**src/rtl/pipe_pkg.sv**
```systemverilog
// Shared types for the vector ASIP control pipeline: the per-stage control
// bundle, the beat sequencer state encoding and the all-zero bubble.
package pipe_pkg;

    localparam int REG_AW = 4;

    typedef struct packed {
        logic [REG_AW-1:0] wa3;
        logic [REG_AW-1:0] ra1;
        logic [REG_AW-1:0] ra2;
        logic              reg_write;
        logic              mem_to_reg;
    } pipe_ctrl_t;

    typedef enum logic {
        IDLE = 1'b0,
        VEC  = 1'b1
    } vec_state_e;

    localparam pipe_ctrl_t BUBBLE = '0;

endpackage

```
**src/rtl/vec_beat_seq.sv**
```systemverilog
// Beat sequencer for the Execute stage: tracks how many beats a vector op has
// spent in E and requests a stall until its final beat.
//
// state | meaning
// IDLE  | E holds a scalar op or a bubble
// VEC   | E holds a multi-beat vector op
module vec_beat_seq
    import pipe_pkg::*;
#(
    parameter int NUM_BEATS = 4,
    parameter int BEAT_W    = (NUM_BEATS > 1) ? $clog2(NUM_BEATS) : 1
) (
    input  logic              clk,
    input  logic              rst,
    input  logic              load,
    input  logic              vec_in,
    input  logic              flush,
    output logic [BEAT_W-1:0] beat,
    output logic              busy,
    output logic              last
);

    localparam logic [BEAT_W-1:0] LAST_BEAT = BEAT_W'(NUM_BEATS - 1);
    localparam bit                MULTI     = (NUM_BEATS > 1);

    vec_state_e        state;
    vec_state_e        state_next;
    logic [BEAT_W-1:0] beat_next;

    always_ff @(posedge clk) begin
        if (rst) begin
            state <= IDLE;
            beat  <= '0;
        end else begin
            state <= state_next;
            beat  <= beat_next;
        end
    end

    // last: whatever E holds leaves E on the coming edge (scalar, bubble or final beat)
    assign last = (state != VEC) || (beat == LAST_BEAT);
    assign busy = ~last;

    always_comb begin
        state_next = state;
        beat_next  = beat;
        if (busy) begin
            beat_next = beat + BEAT_W'(1);
        end else if (flush) begin
            state_next = IDLE;
            beat_next  = '0;
        end else if (load) begin
            state_next = (vec_in && MULTI) ? VEC : IDLE;
            beat_next  = '0;
        end
    end

endmodule

```
**src/rtl/vec_pipe_tracker.sv**
```systemverilog
// D->E, E->M and M->W control/address registers for the vector ASIP, with a
// vector op parked in E for NUM_BEATS cycles while F/D are stalled.
module vec_pipe_tracker
    import pipe_pkg::*;
#(
    parameter int NUM_BEATS = 4,
    parameter int BEAT_W    = (NUM_BEATS > 1) ? $clog2(NUM_BEATS) : 1
) (
    input  logic              clk,
    input  logic              rst,
    input  logic [REG_AW-1:0] RA1D,
    input  logic [REG_AW-1:0] RA2D,
    input  logic [REG_AW-1:0] WA3D,
    input  logic              RegWriteD,
    input  logic              MemtoRegD,
    input  logic              VecOpD,
    input  logic              FlushE,
    output logic [REG_AW-1:0] RA1E,
    output logic [REG_AW-1:0] RA2E,
    output logic [REG_AW-1:0] WA3E,
    output logic              RegWriteE,
    output logic              MemtoRegE,
    output logic [REG_AW-1:0] WA3M,
    output logic              RegWriteM,
    output logic              MemtoRegM,
    output logic [REG_AW-1:0] WA3W,
    output logic              RegWriteW,
    output logic              MemtoRegW,
    output logic [BEAT_W-1:0] VecBeatE,
    output logic              VecBusyE
);

    pipe_ctrl_t        d_ctrl;
    pipe_ctrl_t        e_q;
    logic              e_retire;
    logic [REG_AW-1:0] wa3_m, wa3_w;
    logic              reg_write_m, mem_to_reg_m, reg_write_w, mem_to_reg_w;

    assign d_ctrl = '{wa3: WA3D, ra1: RA1D, ra2: RA2D,
                      reg_write: RegWriteD, mem_to_reg: MemtoRegD};

    vec_beat_seq #(
        .NUM_BEATS (NUM_BEATS),
        .BEAT_W    (BEAT_W)
    ) u_seq (
        .clk    (clk),
        .rst    (rst),
        .load   (e_retire),
        .vec_in (VecOpD),
        .flush  (FlushE),
        .beat   (VecBeatE),
        .busy   (VecBusyE),
        .last   (e_retire)
    );

    // A FlushE seen while the vector op is still busy is dropped: E simply holds.
    always_ff @(posedge clk) begin
        if (rst) begin
            e_q <= BUBBLE;
        end else if (e_retire) begin
            e_q <= FlushE ? BUBBLE : d_ctrl;
        end
    end

    always_ff @(posedge clk) begin
        if (rst || !e_retire) begin
            wa3_m        <= '0;
            reg_write_m  <= 1'b0;
            mem_to_reg_m <= 1'b0;
        end else begin
            wa3_m        <= e_q.wa3;
            reg_write_m  <= e_q.reg_write;
            mem_to_reg_m <= e_q.mem_to_reg;
        end
    end

    always_ff @(posedge clk) begin
        if (rst) begin
            wa3_w        <= '0;
            reg_write_w  <= 1'b0;
            mem_to_reg_w <= 1'b0;
        end else begin
            wa3_w        <= wa3_m;
            reg_write_w  <= reg_write_m;
            mem_to_reg_w <= mem_to_reg_m;
        end
    end

    assign RA1E      = e_q.ra1;
    assign RA2E      = e_q.ra2;
    assign WA3E      = e_q.wa3;
    assign RegWriteE = e_q.reg_write;
    assign MemtoRegE = e_q.mem_to_reg;
    assign WA3M      = wa3_m;
    assign RegWriteM = reg_write_m;
    assign MemtoRegM = mem_to_reg_m;
    assign WA3W      = wa3_w;
    assign RegWriteW = reg_write_w;
    assign MemtoRegW = mem_to_reg_w;

endmodule

```
**config.mk**
```make
export PLATFORM = sky130hd
export DESIGN_NAME = vec_pipe_tracker
export DESIGN_NICKNAME = d
export VERILOG_FILES = /design/src/rtl/pipe_pkg.sv /design/src/rtl/vec_beat_seq.sv /design/src/rtl/vec_pipe_tracker.sv
export SDC_FILE = /design/constraint.sdc
export NUM_CORES = 1
export LEC_CHECK = 0
export CAP_MARGIN = 20
export CORE_MARGIN = 2
export CORE_UTILIZATION = 29
export DETAILED_ROUTE_END_ITERATION = 10
export PLACE_DENSITY_LB_ADDON = 0.25
export SETUP_SLACK_MARGIN = 0.05
export SLEW_MARGIN = 15
export SYNTH_ARGS = -nofsm -noshare
export SYNTH_HDL_FRONTEND = slang
export SYNTH_SLANG_ARGS = --single-unit
```
**constraint.sdc**
```tcl
create_clock -name clk -period 3.4 [get_ports clk]
set_input_delay 0.34 -clock clk [delete_from_list [all_inputs] [get_ports clk]]
set_output_delay 0.34 -clock clk [all_outputs]
set_load 0.02 [all_outputs]
```
==> metrics, run 1 <==
largest net degree at the start of global routing=25; Post-synth top flop=dfxtp_1; Final HPWL DP=1560 µm; sequential area share after synthesis=53.0%; CTS root buf=clkbuf_8; Clock Path Buffers=2; vias=807; Die Y=65.5 µm; CTS buffer count=5; Int Pwr=548 µW; Sw Pwr=178 µW; reg2reg path depth=5; htree depth=2; crit path DAT=1870 ps; Initial DRC Count=23; commonest non-fill, non-tap cell in the layout=clkdlybuf4s50_1; max-slew violations=0; P&R area growth vs syn=50.6%; RSZ-0062 raised after global routing=no; CP Launch Type=flip-flop; synthesized area per cell=11.3 µm²; PD cells=439 mW/mm²; Yosys top cell by area=dfxtp_1; TritonCTS Sinks=29; critical path type=flip-flop to primary output; Logic pwr share=14.3%; min-delay worst type=flip-flop to flip-flop; switching share of power=24.5%; Cells after Synth=97; synth warn=0; Required @ worst endpoint=3060 ps; area of the multi-input gates=450 µm²; Net Count, Synth=116; Worst-Margin Slew=353 ps; Ports=47; chip width=65.5 µm; initial antenna violation count=0; port buffer count=46; commonest cells after routing, fill and taps aside=clkdlybuf4s50_1 (46), dfxtp_1 (29), a21oi_2 (10); final-stage net count=164; Async SR Flop Fraction=0%; DRT Wirelength=2180 µm; Fin. Hold Viols=0; top cells by area, synth=dfxtp_1 (53%), a21oi_2 (8.0%), nand3b_2 (7.2%); Seq cells post-synth=29; Starting Density=30.2%; Hold Path Stages=2; Leak=0.605 nW; area taken by flip-flops and latches=581 µm²; Clk Latency, worst-skew pair=270 ps; Die Area=0.00429 mm²; total track usage=11.5%; synthesized area=0.00110 mm²; Max-Cap Viols=0; share of layout cells above drive strength 1=26.0%; hold_buf cts=0; Unique masters post-synth=20; first-pass GRT wire length=3600 µm; crit-path max FO=18; final core utilization=45.4%; Core Region=0.00363 mm²; setup TNS=0 ps; via/cell ratio=4.16; clock share of power=36.1%; DRC violations left=0; clk_skew=1.54 ps; Flop pwr share=49.6%; grt ovf=0; CTS resizes=0; Post-CTS Setup Bufs=0; CTS tree=done; ANT nets after route=0; Placer Congestion=0.627; status=finished, final reports clean; number of enable flip-flop cells after synthesis=0; 1st-pass router iterations=2; crit path time final=2210 ps; worst vdd ir=0.265 mV; fill cell count=359; Clk pin slew, worst setup/hold paths=60 ps; num rows=22; WL per Instance=11.2 µm; Synth top area share=53.0%; Ant. Diodes=0; crit end category=primary output; final setup fails=0; vias in the first global route=823; fmax=0.453 GHz; Relative slew margins=76.4%; fin crit share=64.9%
==> worst paths after layout <==
check,end,slack (ps),from
worst max-delay path,VecBusyE,1190,u_seq.beat[0]
worst min-delay path,RA1E[0],450,RA1E[0]
worst max register to register,MemtoRegM,2010,u_seq.beat[0]
worst min register to register,RA1E[0],450,RA1E[0]
==> through the flow <==
step           hold WS, ps  area, µm²  worst slack (ps)  power [mW]  cells
3_5_place_dp           447       1570              1470       0.473    186
3_3_place_gp           439       1570              1480       0.471    186
6_report               451       1650              1190       0.725    194
2_1_floorplan          412       1100              1990       0.426     97
5_1_grt                475       1650              1100       0.762    194
4_1_cts                456       1650              1170       0.738    194
==> logic make-up after synthesis <==
| logic type | share of synthesized area (%) |
|---|---|
| and+or+nand+nor | 29.7 |
| DFF | 53.0 |
| buffers and inverters | 5.94 |
| AOI/OAI and AO/OA | 10.3 |
| adders and majority gates | 1.14 |
==> power by group through the flow <==
stage / sequential, mW / combinational, mW / clock [mW]
after floorplan: 0.381 / 0.0447 / 0
after global placement: 0.368 / 0.104 / 0
after detailed placement: 0.368 / 0.105 / 0
after CTS: 0.360 / 0.106 / 0.272
after global routing: 0.362 / 0.111 / 0.289
final: 0.360 / 0.103 / 0.262
==> sequential cells by signal (all words and copies together), names as in the netlist <==
name and flops:
RA1E 4, MemtoRegM 1, u_seq.beat 2, RegWriteW 1, WA3M 4, RegWriteM 1, u_seq.state 1, MemtoRegW 1
RA2E 4, WA3E 4, WA3W 4, RegWriteE 1, MemtoRegE 1
==> synth_stat cells, types with 2 or more instances <==
cell,count
nand3b_2,7
nand2_2,9
a21oi_1,5
nand3b_1,7
buf_2,2
nor2b_1,6
a21oi_2,10
dfxtp_1,29
nand2_1,5
buf_6,2
and2_1,6
==> layout make-up <==
class / count / share of cell area, %
timing repair buffer: 47 / 28.4
clock inverter: 2 / 0.607
inverter: 1 / 0.531
tap: 48 / 3.64
clock buffer: 6 / 4.40
sequential: 29 / 35.2
multi-input combinational: 61 / 27.3
==> per-layer routing <==
| layer | vias to the layer above | wire length, µm | track usage, % |
|---|---|---|---|
| met5 | - | 0 | 0 |
| met4 | 0 | 44 | 7.03 |
| met3 | 6 | 209 | 5.14 |
| met2 | 32 | 1060 | 19.6 |
| met1 | 354 | 859 | 11.5 |
| li1 | 415 | - | - |
==> worst max-delay path, stage by stage (launching register included) <==
cell and delay (ps):
dfxtp_1 320, ha_1 190, nand2b_4 250, clkinv_4 190, clkdlybuf4s50_1 630
Power figures use the tool's default switching activity.
==> run 2, diff against run 1 <==
clock period = 2.1 ns   (was 3.4 ns; I/O delays follow)
==> run 2 against run 1 <==
- critical endpoint unchanged
- final area is 3.3% higher
- core utilization grew 1.5 points
- critical path depth did not move
- worst setup slack got worse by 1000 ps
- highest routed layer unchanged
- largest cell class unchanged
- sequential share of layout area fell by 1.1 points
- sequential cell count unchanged
- register-to-register slack got worse by 1200 ps
- worst hold slack better by 5.4 ps
- critical path type unchanged
- cell count is 0.52% higher
==> metrics, run 2 (synthesis gave the netlist of run 1 again) <==
hold_buf cts=0; Die Area=0.00429 mm²; Die Y=65.5 µm; Core Region=0.00363 mm²; commonest cells after routing, fill and taps aside=clkdlybuf4s50_1 (46), dfxtp_1 (29), a21oi_2 (10); Hold Path Stages=2; vias in the first global route=887; crit path time final=1930 ps; largest net degree at the start of global routing=18; grt ovf=0; reg2reg path depth=5; initial antenna violation count=0; Relative slew margins=68.5%; Largest stage delay, worst path=630 ps; Post-CTS Setup Bufs=0; Clock Path Buffers=2; final setup fails=0; total track usage=11.6%; Leak=0.628 nW; worst vdd ir=0.476 mV; Ant. Diodes=0; Place WS=467 ps; CTS resizes=0; CP Launch Type=flip-flop; fin crit share=91.9%; htree depth=2; Initial DRC Count=24; P&R area growth vs syn=55.5%; Clk pin slew, worst setup/hold paths=60 ps; CTS tree=done; ANT nets after route=0; CP bufs+invs=2; Worst-Margin Slew=471 ps; DRC violations left=0; commonest non-fill, non-tap cell in the layout=clkdlybuf4s50_1; Clk Latency, worst-skew pair=280 ps; Critical Path Stages=4; Fin. Hold Viols=0; fmax=0.518 GHz; 1st-pass router iterations=2; first-pass GRT wire length=3610 µm; status=finished, final reports clean; Ports=47; num rows=22; share of layout cells above drive strength 1=26.5%; worst setup margin=171 ps; Required @ worst endpoint=1890 ps; chip width=65.5 µm; RSZ-0062 raised after global routing=no; crit end category=primary output; min-delay worst type=flip-flop to flip-flop; PD cells=789 mW/mm²; Placer Congestion=0.615; CTS buffer count=5; CP top delay family=buffers and inverters; Final HPWL DP=1600 µm; via/cell ratio=4.24; max-slew violations=0; slowest CP cell=clkdlybuf4s50_1; WL per Instance=11.6 µm; crit path DAT=1720 ps; Starting Density=30.2%; critical path type=flip-flop to primary output; final-stage net count=165; setup TNS=0 ps; CTS root buf=clkbuf_8; CP Cell Sequence=ha_1, nand2b_4, clkinv_4, clkdlybuf4s50_1; hold slack=456 ps; vias=826; Max-Cap Viols=0; DRT Wirelength=2270 µm; clk_skew=3.23 ps; port buffer count=46; TritonCTS Sinks=29; crit-path max FO=16
run 2: cell types whose count changed in the layout (fill, tap and decap cells not counted):
cell	change
buf_12	+1
bufinv_16	+1
clkbuf_8	+1
clkinv_2	-2
run 2: power by group:
group          internal [mW]  switching (mW)  total (mW)
Clock                  0.386           0.201       0.587
Combinational         0.0912          0.0825       0.174
Sequential             0.571          0.0120       0.583
Total                   1.05           0.296        1.34
run 2: worst reg2reg max path, stage by stage, from the launching register on:
cell and delay, ps:
dfxtp_1 360, ha_1 150, nand2b_4 130, buf_4 260
nand3b_1 120, a21oi_1 160
run 2: through the flow:
step           cell area (µm²)  util [%]  instances  total power, mW
3_3_place_gp              1590      43.7        187            0.769
6_report                  1700      46.9        195             1.34
5_1_grt                   1700      46.9        195             1.40
2_1_floorplan             1100         -         97            0.690
3_5_place_dp              1590      43.7        187            0.772
4_1_cts                   1700      46.9        195             1.36
run 2: final cells by class:
cell class | count | area (µm²)
Clock buffer | 7 | 86.3
Multi-Input combinational cell | 61 | 450
Fill cell | 352 | 1930
Clock inverter | 1 | 30.0
Inverter | 1 | 8.76
Timing Repair Buffer | 48 | 488
Sequential cell | 29 | 581
Tap cell | 48 | 60.1
run 2: final timing paths:
path                 start         to  slack (ps)
max          u_seq.beat[0]   VecBusyE         170
max reg2reg  u_seq.beat[0]  RegWriteE         850
min                RA1E[1]    RA1E[1]         460
min reg2reg        RA1E[1]    RA1E[1]         460
run 2: layer usage:
metal / track usage [%] / part of all wire (%)
met1: 11.5 / 42
met2: 19.5 / 49
met3: 4.79 / 8.0
met4: 8.59 / 1.8
met5: 0 / 0
==> run 3, diff against run 2 <==
GPL_ROUTABILITY_DRIVEN = 0   (was unset)
==> results of run 3 <==
Same layout as run 2: the final DEF is identical, and so are final timing and power.
